===== src/rtl/debug_uart_pkg.sv =====
// Shared types and constants for the debug UART PHY: frame geometry and
// the state encodings of the transmit and receive FSMs.
package debug_uart_pkg;

  localparam int UART_DIV_DEFAULT = 434;
  localparam int UART_FRAME_BITS  = 10;

  typedef enum logic [1:0] {
    TX_IDLE,
    TX_START,
    TX_DATA,
    TX_STOP
  } tx_state_t;

  typedef enum logic [2:0] {
    RX_IDLE,
    RX_START,
    RX_DATA,
    RX_STOP,
    RX_WAIT_HI
  } rx_state_t;

endpackage


===== src/rtl/debug_uart_if.sv =====
// Byte streams between the debug core FIFOs (master) and the UART PHY (slave).
// Handshake: a byte moves on a rising clk edge where vld && rdy are both high;
// once vld is raised, vld and dat hold until that edge; rdy may change freely.
interface debug_uart_if;
  logic       tx_vld;
  logic [7:0] tx_dat;
  logic       tx_rdy;
  logic       rx_vld;
  logic [7:0] rx_dat;
  logic       rx_rdy;

  modport master (
    output tx_vld, tx_dat, rx_rdy,
    input  tx_rdy, rx_vld, rx_dat
  );

  modport slave (
    input  tx_vld, tx_dat, rx_rdy,
    output tx_rdy, rx_vld, rx_dat
  );
endinterface


===== src/rtl/debug_uart_rx.sv =====
// UART receive half: 2-flop synchronizer, mid-bit sampling FSM, single-entry
// holding register with valid/ready, and one-cycle framing/overrun pulses.
module debug_uart_rx
  import debug_uart_pkg::*;
#(
  parameter int CLK_DIV = UART_DIV_DEFAULT
) (
  input  logic       clk,
  input  logic       rst,
  input  logic       uart_rxd,
  input  logic       rx_rdy,
  output logic       rx_vld,
  output logic [7:0] rx_dat,
  output logic       err_frm,
  output logic       err_ovr,
  output rx_state_t  state
);

  localparam int CW = $clog2(CLK_DIV);
  localparam logic [CW-1:0] BIT_M1  = CW'(CLK_DIV - 1);
  localparam logic [CW-1:0] HALF_M1 = CW'(CLK_DIV / 2 - 1);

  logic          s1, s;
  logic [CW-1:0] cnt;
  logic [2:0]    bit_idx;
  logic [7:0]    sh;

  always_ff @(posedge clk or negedge rst) begin
    if (!rst) begin
      s1 <= 1'b1;
      s  <= 1'b1;
    end else begin
      s1 <= uart_rxd;
      s  <= s1;
    end
  end

  // cnt is a down-counter; each state acts on the cycle it reaches zero.
  always_ff @(posedge clk or negedge rst) begin
    if (!rst) begin
      state   <= RX_IDLE;
      cnt     <= '0;
      bit_idx <= '0;
      sh      <= '0;
      rx_vld  <= 1'b0;
      rx_dat  <= '0;
      err_frm <= 1'b0;
      err_ovr <= 1'b0;
    end else begin
      err_frm <= 1'b0;
      err_ovr <= 1'b0;
      if (rx_vld && rx_rdy) rx_vld <= 1'b0;
      case (state)
        RX_IDLE: begin
          if (!s) begin
            cnt   <= HALF_M1;
            state <= RX_START;
          end
        end
        RX_START: begin
          if (cnt != '0) cnt <= cnt - 1'b1;
          else if (s) state <= RX_IDLE;
          else begin
            cnt     <= BIT_M1;
            bit_idx <= '0;
            state   <= RX_DATA;
          end
        end
        RX_DATA: begin
          if (cnt != '0) cnt <= cnt - 1'b1;
          else begin
            sh      <= {s, sh[7:1]};
            cnt     <= BIT_M1;
            bit_idx <= bit_idx + 1'b1;
            if (bit_idx == 3'd7) state <= RX_STOP;
          end
        end
        RX_STOP: begin
          if (cnt != '0) cnt <= cnt - 1'b1;
          else if (s) begin
            // A consumer taking the old byte this cycle frees the holder.
            if (!rx_vld || rx_rdy) begin
              rx_dat <= sh;
              rx_vld <= 1'b1;
            end else begin
              err_ovr <= 1'b1;
            end
            state <= RX_IDLE;
          end else begin
            err_frm <= 1'b1;
            state   <= RX_WAIT_HI;
          end
        end
        RX_WAIT_HI: begin
          if (s) state <= RX_IDLE;
        end
        default: state <= RX_IDLE;
      endcase
    end
  end

endmodule


===== src/rtl/debug_uart.sv =====
// Debug UART PHY: 8N1 serializer for the transmit byte stream plus the
// receive sub-block; both directions run independently.
module debug_uart
  import debug_uart_pkg::*;
#(
  parameter int CLK_DIV = UART_DIV_DEFAULT
) (
  input  logic               clk,
  input  logic               rst,
  debug_uart_if.slave        bus,
  output logic               uart_txd,
  input  logic               uart_rxd,
  output logic               err_frm,
  output logic               err_ovr,
  output tx_state_t          dbg_tx_state,
  output rx_state_t          dbg_rx_state
);

  localparam int CW = $clog2(CLK_DIV);
  localparam logic [CW-1:0] BIT_M1 = CW'(CLK_DIV - 1);

  tx_state_t     tx_state;
  logic [CW-1:0] tx_cnt;
  logic [2:0]    tx_bit;
  logic [7:0]    tx_sh;

  assign bus.tx_rdy   = (tx_state == TX_IDLE);
  assign dbg_tx_state = tx_state;

  // uart_txd is updated together with each state change so every level
  // lasts exactly CLK_DIV cycles and the line never glitches.
  always_ff @(posedge clk or negedge rst) begin
    if (!rst) begin
      tx_state <= TX_IDLE;
      tx_cnt   <= '0;
      tx_bit   <= '0;
      tx_sh    <= '0;
      uart_txd <= 1'b1;
    end else begin
      case (tx_state)
        TX_IDLE: begin
          if (bus.tx_vld) begin
            tx_sh    <= bus.tx_dat;
            tx_cnt   <= '0;
            tx_bit   <= '0;
            uart_txd <= 1'b0;
            tx_state <= TX_START;
          end
        end
        TX_START: begin
          if (tx_cnt != BIT_M1) tx_cnt <= tx_cnt + 1'b1;
          else begin
            tx_cnt   <= '0;
            uart_txd <= tx_sh[0];
            tx_sh    <= {1'b0, tx_sh[7:1]};
            tx_state <= TX_DATA;
          end
        end
        TX_DATA: begin
          if (tx_cnt != BIT_M1) tx_cnt <= tx_cnt + 1'b1;
          else begin
            tx_cnt <= '0;
            if (tx_bit == 3'd7) begin
              uart_txd <= 1'b1;
              tx_state <= TX_STOP;
            end else begin
              uart_txd <= tx_sh[0];
              tx_sh    <= {1'b0, tx_sh[7:1]};
              tx_bit   <= tx_bit + 1'b1;
            end
          end
        end
        TX_STOP: begin
          if (tx_cnt != BIT_M1) tx_cnt <= tx_cnt + 1'b1;
          else begin
            tx_cnt   <= '0;
            tx_state <= TX_IDLE;
          end
        end
        default: tx_state <= TX_IDLE;
      endcase
    end
  end

  debug_uart_rx #(.CLK_DIV(CLK_DIV)) u_rx (
    .clk      (clk),
    .rst      (rst),
    .uart_rxd (uart_rxd),
    .rx_rdy   (bus.rx_rdy),
    .rx_vld   (bus.rx_vld),
    .rx_dat   (bus.rx_dat),
    .err_frm  (err_frm),
    .err_ovr  (err_ovr),
    .state    (dbg_rx_state)
  );

endmodule


===== src/flat_wrapper.sv =====
// flat-port wrapper written by rule: the top's interface ports become plain ports
module debug_uart_flat import debug_uart_pkg::*;
#(
  parameter int CLK_DIV = UART_DIV_DEFAULT
)
  (clk, rst, uart_txd, uart_rxd, err_frm, err_ovr, dbg_tx_state, dbg_rx_state, bus_tx_vld, bus_tx_dat, bus_rx_rdy, bus_tx_rdy, bus_rx_vld, bus_rx_dat);
  debug_uart_if bus_i ();
  input  logic clk;
  input  logic rst;
  output logic uart_txd;
  input  logic uart_rxd;
  output logic err_frm;
  output logic err_ovr;
  output tx_state_t dbg_tx_state;
  output rx_state_t dbg_rx_state;
  input wire logic [$bits(bus_i.tx_vld)-1:0] bus_tx_vld;
  input wire logic [$bits(bus_i.tx_dat)-1:0] bus_tx_dat;
  input wire logic [$bits(bus_i.rx_rdy)-1:0] bus_rx_rdy;
  output wire logic [$bits(bus_i.tx_rdy)-1:0] bus_tx_rdy;
  output wire logic [$bits(bus_i.rx_vld)-1:0] bus_rx_vld;
  output wire logic [$bits(bus_i.rx_dat)-1:0] bus_rx_dat;
  assign bus_i.tx_vld = bus_tx_vld;
  assign bus_i.tx_dat = bus_tx_dat;
  assign bus_i.rx_rdy = bus_rx_rdy;
  assign bus_tx_rdy = bus_i.tx_rdy;
  assign bus_rx_vld = bus_i.rx_vld;
  assign bus_rx_dat = bus_i.rx_dat;
  debug_uart #(.CLK_DIV(CLK_DIV)) u_core (.clk(clk), .rst(rst), .bus(bus_i), .uart_txd(uart_txd), .uart_rxd(uart_rxd), .err_frm(err_frm), .err_ovr(err_ovr), .dbg_tx_state(dbg_tx_state), .dbg_rx_state(dbg_rx_state));
endmodule

===== config.mk =====
export PLATFORM = sky130hd
export DESIGN_NAME = debug_uart_flat
export DESIGN_NICKNAME = d
export VERILOG_FILES = /design/src/rtl/debug_uart_pkg.sv /design/src/rtl/debug_uart_if.sv /design/src/rtl/debug_uart_rx.sv /design/src/rtl/debug_uart.sv /design/src/flat_wrapper.sv
export SDC_FILE = /design/constraint.sdc
export NUM_CORES = 1
export LEC_CHECK = 0
export CAP_MARGIN = 20
export CORE_ASPECT_RATIO = 0.75
export CORE_UTILIZATION = 40
export DETAILED_ROUTE_END_ITERATION = 8
export PLACE_DENSITY = 0.63
export REMOVE_ABC_BUFFERS = 1
export SKIP_LAST_GASP = 1
export SLEW_MARGIN = 15
export SYNTH_ARGS = -nofsm -noshare
export SYNTH_HDL_FRONTEND = slang
export SYNTH_SLANG_ARGS = --single-unit

===== constraint.sdc =====
create_clock -name clk -period 3.39 [get_ports clk]
set_input_delay 0.678 -clock clk [delete_from_list [all_inputs] [get_ports clk]]
set_output_delay 0.678 -clock clk [all_outputs]
set_load 0.01 [all_outputs]

[Yosys cells after proc, flatten, opt, wreduce, memory -nomap -nowiden]
Index checks and enable logic that the tools add are counted.
Storage, ports and cells
  logic and storage cells: 119
  bits of input ports: 13
  output and inout bits: 18
  register bits: 59
Operators by class
  reductions and logical operators: 20
  multiplexer cells: 54
  add/subtract/negate cells: 4
  equality and inequality tests: 25
  bitwise operators: 1
Operator list (count)
  two-way mux 9 bit: 7
  two-way mux 3 bit: 13
  one-hot mux 9 bit (4 select lines): 1
  two-way mux 8 bit: 4
  inequality test 2 bit (second input constant): 13
  one-hot mux 8 bit (3 select lines): 1
  AND reduction 4 bit: 5
  one-hot mux 9 bit (2 select lines): 1
  two-way mux 1 bit: 16
  one-hot mux 3 bit (5 select lines): 1
  two-way mux 2 bit: 6
  one-hot mux 3 bit (2 select lines): 2
  AND reduction 5 bit: 2
  adder 9 x 1 -> 9 bit (second input constant): 1
  equality test 3 bit (second input constant): 3
  inequality test 9 bit (second input constant): 1
  nonzero test 9 bit: 1
  subtractor 9 x 1 -> 9 bit (second input constant): 1
  one-hot mux 2 bit (4 select lines): 1
  adder 3 x 1 -> 3 bit (second input constant): 2
  equality test 3 x 2 -> 1 bit (second input constant): 2
  AND reduction 6 bit: 1
  equality test 2 bit (second input constant): 2
  nonzero test 2 bit: 2
  other kinds (15): 15

[Logic depth before layout (Yosys ltp)]
Gate-level depths: netlist (run 1).
  word-level depth: 6
  gate-level depth with buffers: 9
  mapped depth without buffers: 6

[By module]
From an unflattened synthesis (run 1), not the netlist that was laid out.
Second synthesis, totals
  cells, all modules: 282
  area, all modules: 3179.3 µm²
By module, submodules not included
  debug_uart_rx: seq. area each 903.4 µm², cells each 155, instances 1, area an instance 1796.7 µm²
  debug_uart: seq. area each 576.8 µm², cells each 127, instances 1, area an instance 1382.6 µm²

[Worst setup path after synthesis (run 1)]
OpenSTA, ideal clock, no wires.
  path type: flip-flop to flip-flop
  start: register u_core.tx_state[0], in the netlist u_core.dbg_tx_state[0]
  end: register u_core.tx_sh[0]
  period minus slack after synthesis: 2.147 ns
  library setup time: 0.125 ns
  data arrival time: 2.022 ns
  path slack: 1.243 ns
  cell stages (with the launch flop): 10
  buffers on the path: 3
  data required time: 3.265 ns
  path through: dfrtp_1 > inv_1 > ha_1 > clkbuf_1 > nor2b_1 > buf_2 > a21oi_1 > o311a_1 > buf_2 > mux2_2
Between the ends
  longest elaborated chain between the ends: 3
  elaborated cells between the ends (all ways): 10
  classes of those cells: 6 x eq/ne; 1 x mux; 3 x reduce/logical
Ends and longest elaborated chain
  start, declared: line debug_uart.sv:22  | tx_state_t tx_state;
  start signal, assigned: line debug_uart.sv:34  | tx_state <= TX_IDLE;
  start signal, assigned: line debug_uart.sv:47  | tx_state <= TX_START;
  start signal, assigned: line debug_uart.sv:56  | tx_state <= TX_DATA;
  logical NOT 2 bit *
  via bus_tx_rdy: line flat_wrapper.sv:19  | output wire logic [$bits(bus_i.tx_rdy)-1:0] bus_tx_rdy;
  inequality test 2 bit (no source line) or nonzero test 3 bit (tied branches)
  AND reduction 5 bit (no source line)
  end signal, assigned: line debug_uart.sv:43  | tx_sh <= bus.tx_dat;
  end signal, assigned: line debug_uart.sv:55  | tx_sh <= {1'b0, tx_sh[7:1]};
  end signal, assigned: line debug_uart.sv:68  | tx_sh <= {1'b0, tx_sh[7:1]};
  end, declared: line debug_uart.sv:25  | logic [7:0] tx_sh;
Mark *: on every way through the listed nets, which the timed path passes. The rest lies on a longest branch.
A chain may end at the register's enable or synchronous reset.

[Final worst setup path (run 1)]
  start: register u_core.tx_state[0], in the netlist u_core.dbg_tx_state[0]
  end: output port bus_tx_rdy
Between the ends
  longest elaborated chain between the ends: 1
Ends and longest elaborated chain
  logical NOT 2 bit: line debug_uart.sv:27  | assign bus.tx_rdy = (tx_state == TX_IDLE);
  end, declared: line flat_wrapper.sv:19
No other way between the ends.

==> qor.yml, run 1 <==
global_route:
  grt_util_met2_pct: 27.5
  grt_first_pass_wirelength_um: 11400
  busiest_layer: "met2"
  grt_use_met3_pct: 4.82
  antenna_found_initial: 0
  grt_pass1_vias: 2338
  met1_usage_pct: 24.3
  grt.total_usage_pct: 17.9
  grt_max_degree: 40
  grt_overflow: 0
clock_tree:
  insertion_delay_ns: 0.35
  clk_pin_slew_ns: 0.08
  clkSinkCount: 59
  holdBufCountCts: 0
  root_buffer: "clkbuf_8"
  postCtsSetupBuffers: 0
  cts_tree: "done"
  cts.path.max_buffers: 2
  cts_buffers: 9
  cts_resized: 0
  h-tree-depth: 3
final_layout:
  fillers: 679
  multi_input_area_mm2: 0.00155
  final_core_util_pct: 49.8
  regArea_mm2: 0.00148
  drive_gt1_share_pct: 21.1
  insertedDiodeCount: 0
  fin_cells: 423
  layout.cells.most_common: "dfrtp_1"
  final_cell_mix: "56 x dfrtp_1, 30 x mux2_2, 29 x clkdlybuf4s50_1"
  area_delta_synth_final_pct: 18.7
  nets: 342
synthesis:
  synth_compound_area_share_pct: 12.9
  synth_warnings: 0
  yosysSeqAreaShare_pct: 47.3
  synthAdderAreaFrac_pct: 4.79
  synth.area.mux_share_pct: 12.1
  synth_top_area_share_pct: 44.7
  yosysTopAreaCell: "dfrtp_1"
  synth-seq-cells: 59
  netlist_area_mm2: 0.00313
  synthCells: 282
  synth_cell_types: 58
  synth-simple-area-share_pct: 18.1
  ys.flop_type: "dfrtp_1"
  synth_top_family_by_area: "simple AND/OR/NAND/NOR gates"
  async_reset_ff_share_pct: 100
  synth_edf_count: 0
  synthXorXnorAreaFrac_pct: 1.68
  syn_area_per_cell_um2: 11.1
  synth.area.top_cells: "dfrtp_1 45%, mux2_2 11%, ha_1 4.8%"
floorplan:
  dieArea_mm2: 0.00819
  coreArea_mm2: 0.00747
  die_w_um: 104
  ios: 31
  start_util_pct: 41.9
  row_count: 27
  fp.dieH_um: 78.6
route:
  routedWlPerCell_um: 15.6
  drt_iter0_drc: 202
  wirelength_um: 6590
  drc: 0
  final_antenna_net_count: 0
  vias_per_cell: 5.52
  vias: 2336
  first_pass_iters: 5
worst_setup_path:
  worstSetupPathType: "reg -> out"
  cp.required_ns: 2.71
  critPathArrivalTime_ns: 1.92
  critPathCaptureType: "output port"
  cp_max_fo: 11
  cp-start-kind: "register"
power:
  power_density_mw_per_mm2: 359
  finalPower_w: 0.00133
  leakage_nw: 1.66
  peakVddDrop_mv: 0.227
timing:
  worst_slew_pin_slew_ns: 0.647
  relSlewSlack_pct: 56.6
  final_max_slew_viol_count: 0
  max_freq_ghz: 0.385
  tns_ns: 0
  fin_crit_sh_pct: 76.6
  period_needed_ns: 2.60
  final_hold_viol_count: 0
  hold_slack_ns: 0.287
  fin_skew_ns: 0.0153
  rsz0062_at_grt: "false"
  setup_viol: 0
place:
  numPortBuffers: 30
  gp_congestion: 0.851
  dp.cells: 407
  dp_hpwl_um: 4610
run_status:
  status: "completed"
min_path:
  hold_path_class: "in -> async"
run:
  maxCapViolCount: 0
-- cell families (layout without fill, tap and decap cells) --
kind of cell	after synthesis	in the layout
flip-flops	59	59
buffers and inverters	23	63
AO/OA/AOI/OAI	56	56
XOR/XNOR	6	6
multiplexers	34	34
AND/OR/NAND/NOR	92	92
adder cells (fa/ha/maj)	12	12
-- synthesized netlist by cell type, types with 3 or more instances --
master,instances
a2111oi_0,3
a211oi_1,5
a21oi_1,11
a221oi_1,3
and2_1,3
and3_1,6
clkbuf_1,5
dfrtp_1,56
dfstp_2,3
ha_1,12
inv_1,12
mux2_2,30
nand2_1,13
nand3_1,7
nand4_1,4
nor2_1,20
nor2b_1,7
nor3_1,5
nor4_1,3
nor4b_1,5
o21ai_0,11
o221a_2,3
o22ai_1,3
xnor2_1,3
xor2_1,3
-- final timing paths --
path	startpoint	end	slack (ns)	cells past startpoint
setup / recovery	u_core.dbg_tx_state[0]	bus_tx_rdy	0.79	3
hold / removal	rst	u_core.u_rx.bit_idx[0]	0.29	1
setup reg to reg	u_core.u_rx.cnt[0]	u_core.u_rx.rx_dat[0]	0.81	6
hold reg to reg	u_core.u_rx.s1	u_core.u_rx.s	0.36	0
max in group asynchronous	rst	u_core.u_rx.s	2.21	2
min in group clk	u_core.u_rx.s1	u_core.u_rx.s	0.36	0
-- worst max-delay path: stages, from the launching register on --
cell and delay [ns]:
dfrtp_1 0.43, inv_1 0.15, ha_1 0.39, clkdlybuf4s50_1 0.61
-- sequential cells by signal, indices dropped and copies added (netlist names) --
register             flops
u_core.uart_txd          1
u_core.tx_cnt            9
u_core.tx_bit            3
u_core.u_rx.state        3
u_core.u_rx.rx_dat       8
u_core.dbg_tx_state      2
u_core.u_rx.rx_vld       1
u_core.u_rx.cnt          9
u_core.u_rx.err_ovr      1
u_core.u_rx.s            1
u_core.u_rx.err_frm      1
u_core.tx_sh             8
u_core.u_rx.bit_idx      3
u_core.u_rx.s1           1
u_core.u_rx.sh           8
-- cell type report --
type	count	share of cell area, %
inverter	12	1.21
sequential	59	39.8
multi-input combinational	200	41.8
tap	101	3.40
timing repair buffer	35	8.96
clock inverter	7	1.52
clock buffer	9	3.33
-- power breakdown --
part | switching, W | internal (W)
sequential | 0.00000117 | 0.000706
clock | 0.000319 | 0.000275
combinational | 0.0000193 | 0.0000143
total | 0.000339 | 0.000995
-- through the flow --
stage          instance area [µm²]  worst slack [ns]
2_1_floorplan                 3080              1.08
3_3_place_gp                  3540             0.881
3_5_place_dp                  3540             0.796
4_1_cts                       3720             0.783
5_1_grt                       3720             0.683
6_report                      3720             0.794
-- metal layers --
layer | routed length [µm] | vias to the layer above | share of wire, %
met2 | 3020 | 45 | 46
li1 | - | 1120 | -
met3 | 259 | 8 | 3.9
met4 | 70 | 0 | 1.1
met1 | 3240 | 1163 | 49
met5 | 0 | - | 0
(Power assumes the default switching activity.)
==> run 2: changes to the inputs <==
==> constraint.sdc (replaced) <==
create_clock -name clk -period 2.68 [get_ports clk]
set_input_delay 0.536 -clock clk [delete_from_list [all_inputs] [get_ports clk]]
set_output_delay 0.536 -clock clk [all_outputs]
set_load 0.01 [all_outputs]
==> run 2 against run 1 <==
Compared with the run above: clock-buffer cell count increased by 2; cell area increased by 1.8%; highest routed layer unchanged; first-iteration DRC count decreased by 16%; non-clock buffer count increased by 4; flip-flop and latch count unchanged.
==> qor.yml, run 2 (synthesized netlist as in run 1, its figures left out) <==
final_layout:
  area_delta_synth_final_pct: 20.8
  biggestRegsByFlops: "u_core.tx_cnt (9), u_core.u_rx.cnt (9)"
  insertedDiodeCount: 0
  multi_input_area_mm2: 0.00155
  regArea_mm2: 0.00148
  final_core_util_pct: 50.7
  final_cell_mix: "56 x dfrtp_1, 30 x mux2_2, 29 x clkdlybuf4s50_1"
  nets: 346
  fillers: 695
  drive_gt1_share_pct: 21.8
  layout.cells.most_common: "dfrtp_1"
  final_area_mm2: 0.00378
place:
  place_area_mm2: 0.00358
  gp_congestion: 0.861
  dp_hpwl_um: 4450
  pre_cts_slack_ns: 0.287
  numPortBuffers: 30
route:
  drt_iter0_drc: 170
  first_pass_iters: 4
  routedWlPerCell_um: 15.2
  final_antenna_net_count: 0
  wirelength_um: 6480
  vias_per_cell: 5.48
  drc: 0
  vias: 2338
worst_setup_path:
  cp_max_fo: 11
  critPathCaptureType: "output port"
  worstReg2RegStart: "u_core.u_rx.cnt[0]"
  cp_slowest_cell: "clkdlybuf4s50_1"
  path_delay_family: "buffers and inverters"
  critPathArrivalTime_ns: 1.88
  cp.required_ns: 2.14
  cp_slowest_stage_delay_ns: 0.62
  path_cells: "inv_1 -> ha_1 -> clkdlybuf4s50_1"
  cp-start-kind: "register"
  worstSetupPathType: "reg -> out"
  cp_num_buf_inv: 2
  startpoint: "u_core.dbg_tx_state[0]"
timing:
  final_max_slew_viol_count: 0
  fin_crit_sh_pct: 90.1
  fin_skew_ns: 0.00797
  setup_viol: 0
  tns_ns: 0
  setup_slack_ns: 0.266
  worst_slew_pin_slew_ns: 0.607
  period_needed_ns: 2.41
  final_hold_viol_count: 0
  rsz0062_at_grt: "false"
  relSlewSlack_pct: 59.3
  max_freq_ghz: 0.414
min_path:
  hold_path_class: "in -> async"
global_route:
  grt_max_degree: 51
  grt_first_pass_wirelength_um: 11200
  grt_pass1_vias: 2209
  grt_overflow: 0
  antenna_found_initial: 0
  grt.total_usage_pct: 17.2
clock_tree:
  clkSinkCount: 59
  cts_tree: "done"
  holdBufCountCts: 0
  postCtsSetupBuffers: 0
  cts_buffers: 9
  root_buffer: "clkbuf_8"
  h-tree-depth: 3
  cts.path.max_buffers: 2
  cts_resized: 0
  clk_pin_slew_ns: 0.07
  insertion_delay_ns: 0.34
power:
  leakage_nw: 1.69
  finalPower_w: 0.00177
  power_density_mw_per_mm2: 468
  peakVddDrop_mv: 0.381
run:
  maxCapViolCount: 0
floorplan:
  fp.dieH_um: 78.6
  row_count: 27
  die_w_um: 104
  coreArea_mm2: 0.00747
  ios: 31
  dieArea_mm2: 0.00819
  start_util_pct: 41.9
run_status:
  status: "completed"
==> run 2: cell types whose count changed in the layout (fill, tap and decap cells not counted), sizes merged <==
cell / previous run / this run
inv: 16 / 12
clkbuf: 9 / 11
buf: 6 / 10
bufinv: 0 / 1
clkinvlp: 1 / 2
==> run 2: cell type report <==
class,count,area share (%)
Tap cell,101,3.34
Multi-Input combinational cell,200,41.0
Sequential cell,59,39.1
Timing Repair Buffer,39,9.92
Clock buffer,11,3.74
Clock inverter,5,1.65
Inverter,12,1.19
==> run 2: where the power goes <==
| group | switching (W) | total (W) | internal, W | leakage, nW |
|---|---|---|---|---|
| Clock | 0.000373 | 0.000831 | 0.000458 | 0.0957 |
| Combinational | 0.0000257 | 0.0000458 | 0.0000202 | 0.825 |
| Sequential | 0.00000143 | 0.000894 | 0.000893 | 0.771 |
| Total | 0.000400 | 0.00177 | 0.00137 | 1.69 |
==> run 2: path summary, 6_finish.rpt <==
path | end | slack (ns) | depth (start not counted)
worst min register to register | u_core.u_rx.s | 0.36 | 0
worst max-delay path | bus_tx_rdy | 0.27 | 3
min in group clk | u_core.u_rx.s | 0.36 | 0
max in group asynchronous | u_core.uart_txd | 2.00 | 2
worst max register to register | u_core.u_rx.rx_dat[1] | 0.27 | 6
worst min-delay path | u_core.u_rx.bit_idx[2] | 0.07 | 1
==> run 2: metrics by stage <==
step | hold WS [ns] | instances
after detailed placement | 0.348 | 411
final | 0.0686 | 427
after CTS | 0.0533 | 427
after global placement | 0.347 | 411
after floorplan | 0.240 | 271
after global routing | 0.0554 | 427
==> run 2: layer usage <==
| layer | track usage (%) | up-vias | share of wire, % |
|---|---|---|---|
| met1 | 25.0 | 1141 | 52 |
| met5 | 0 | - | 0 |
| met2 | 24.7 | 65 | 43 |
| met3 | 5.73 | 7 | 4.0 |
| met4 | 3.71 | 0 | 0.71 |
| li1 | - | 1125 | - |
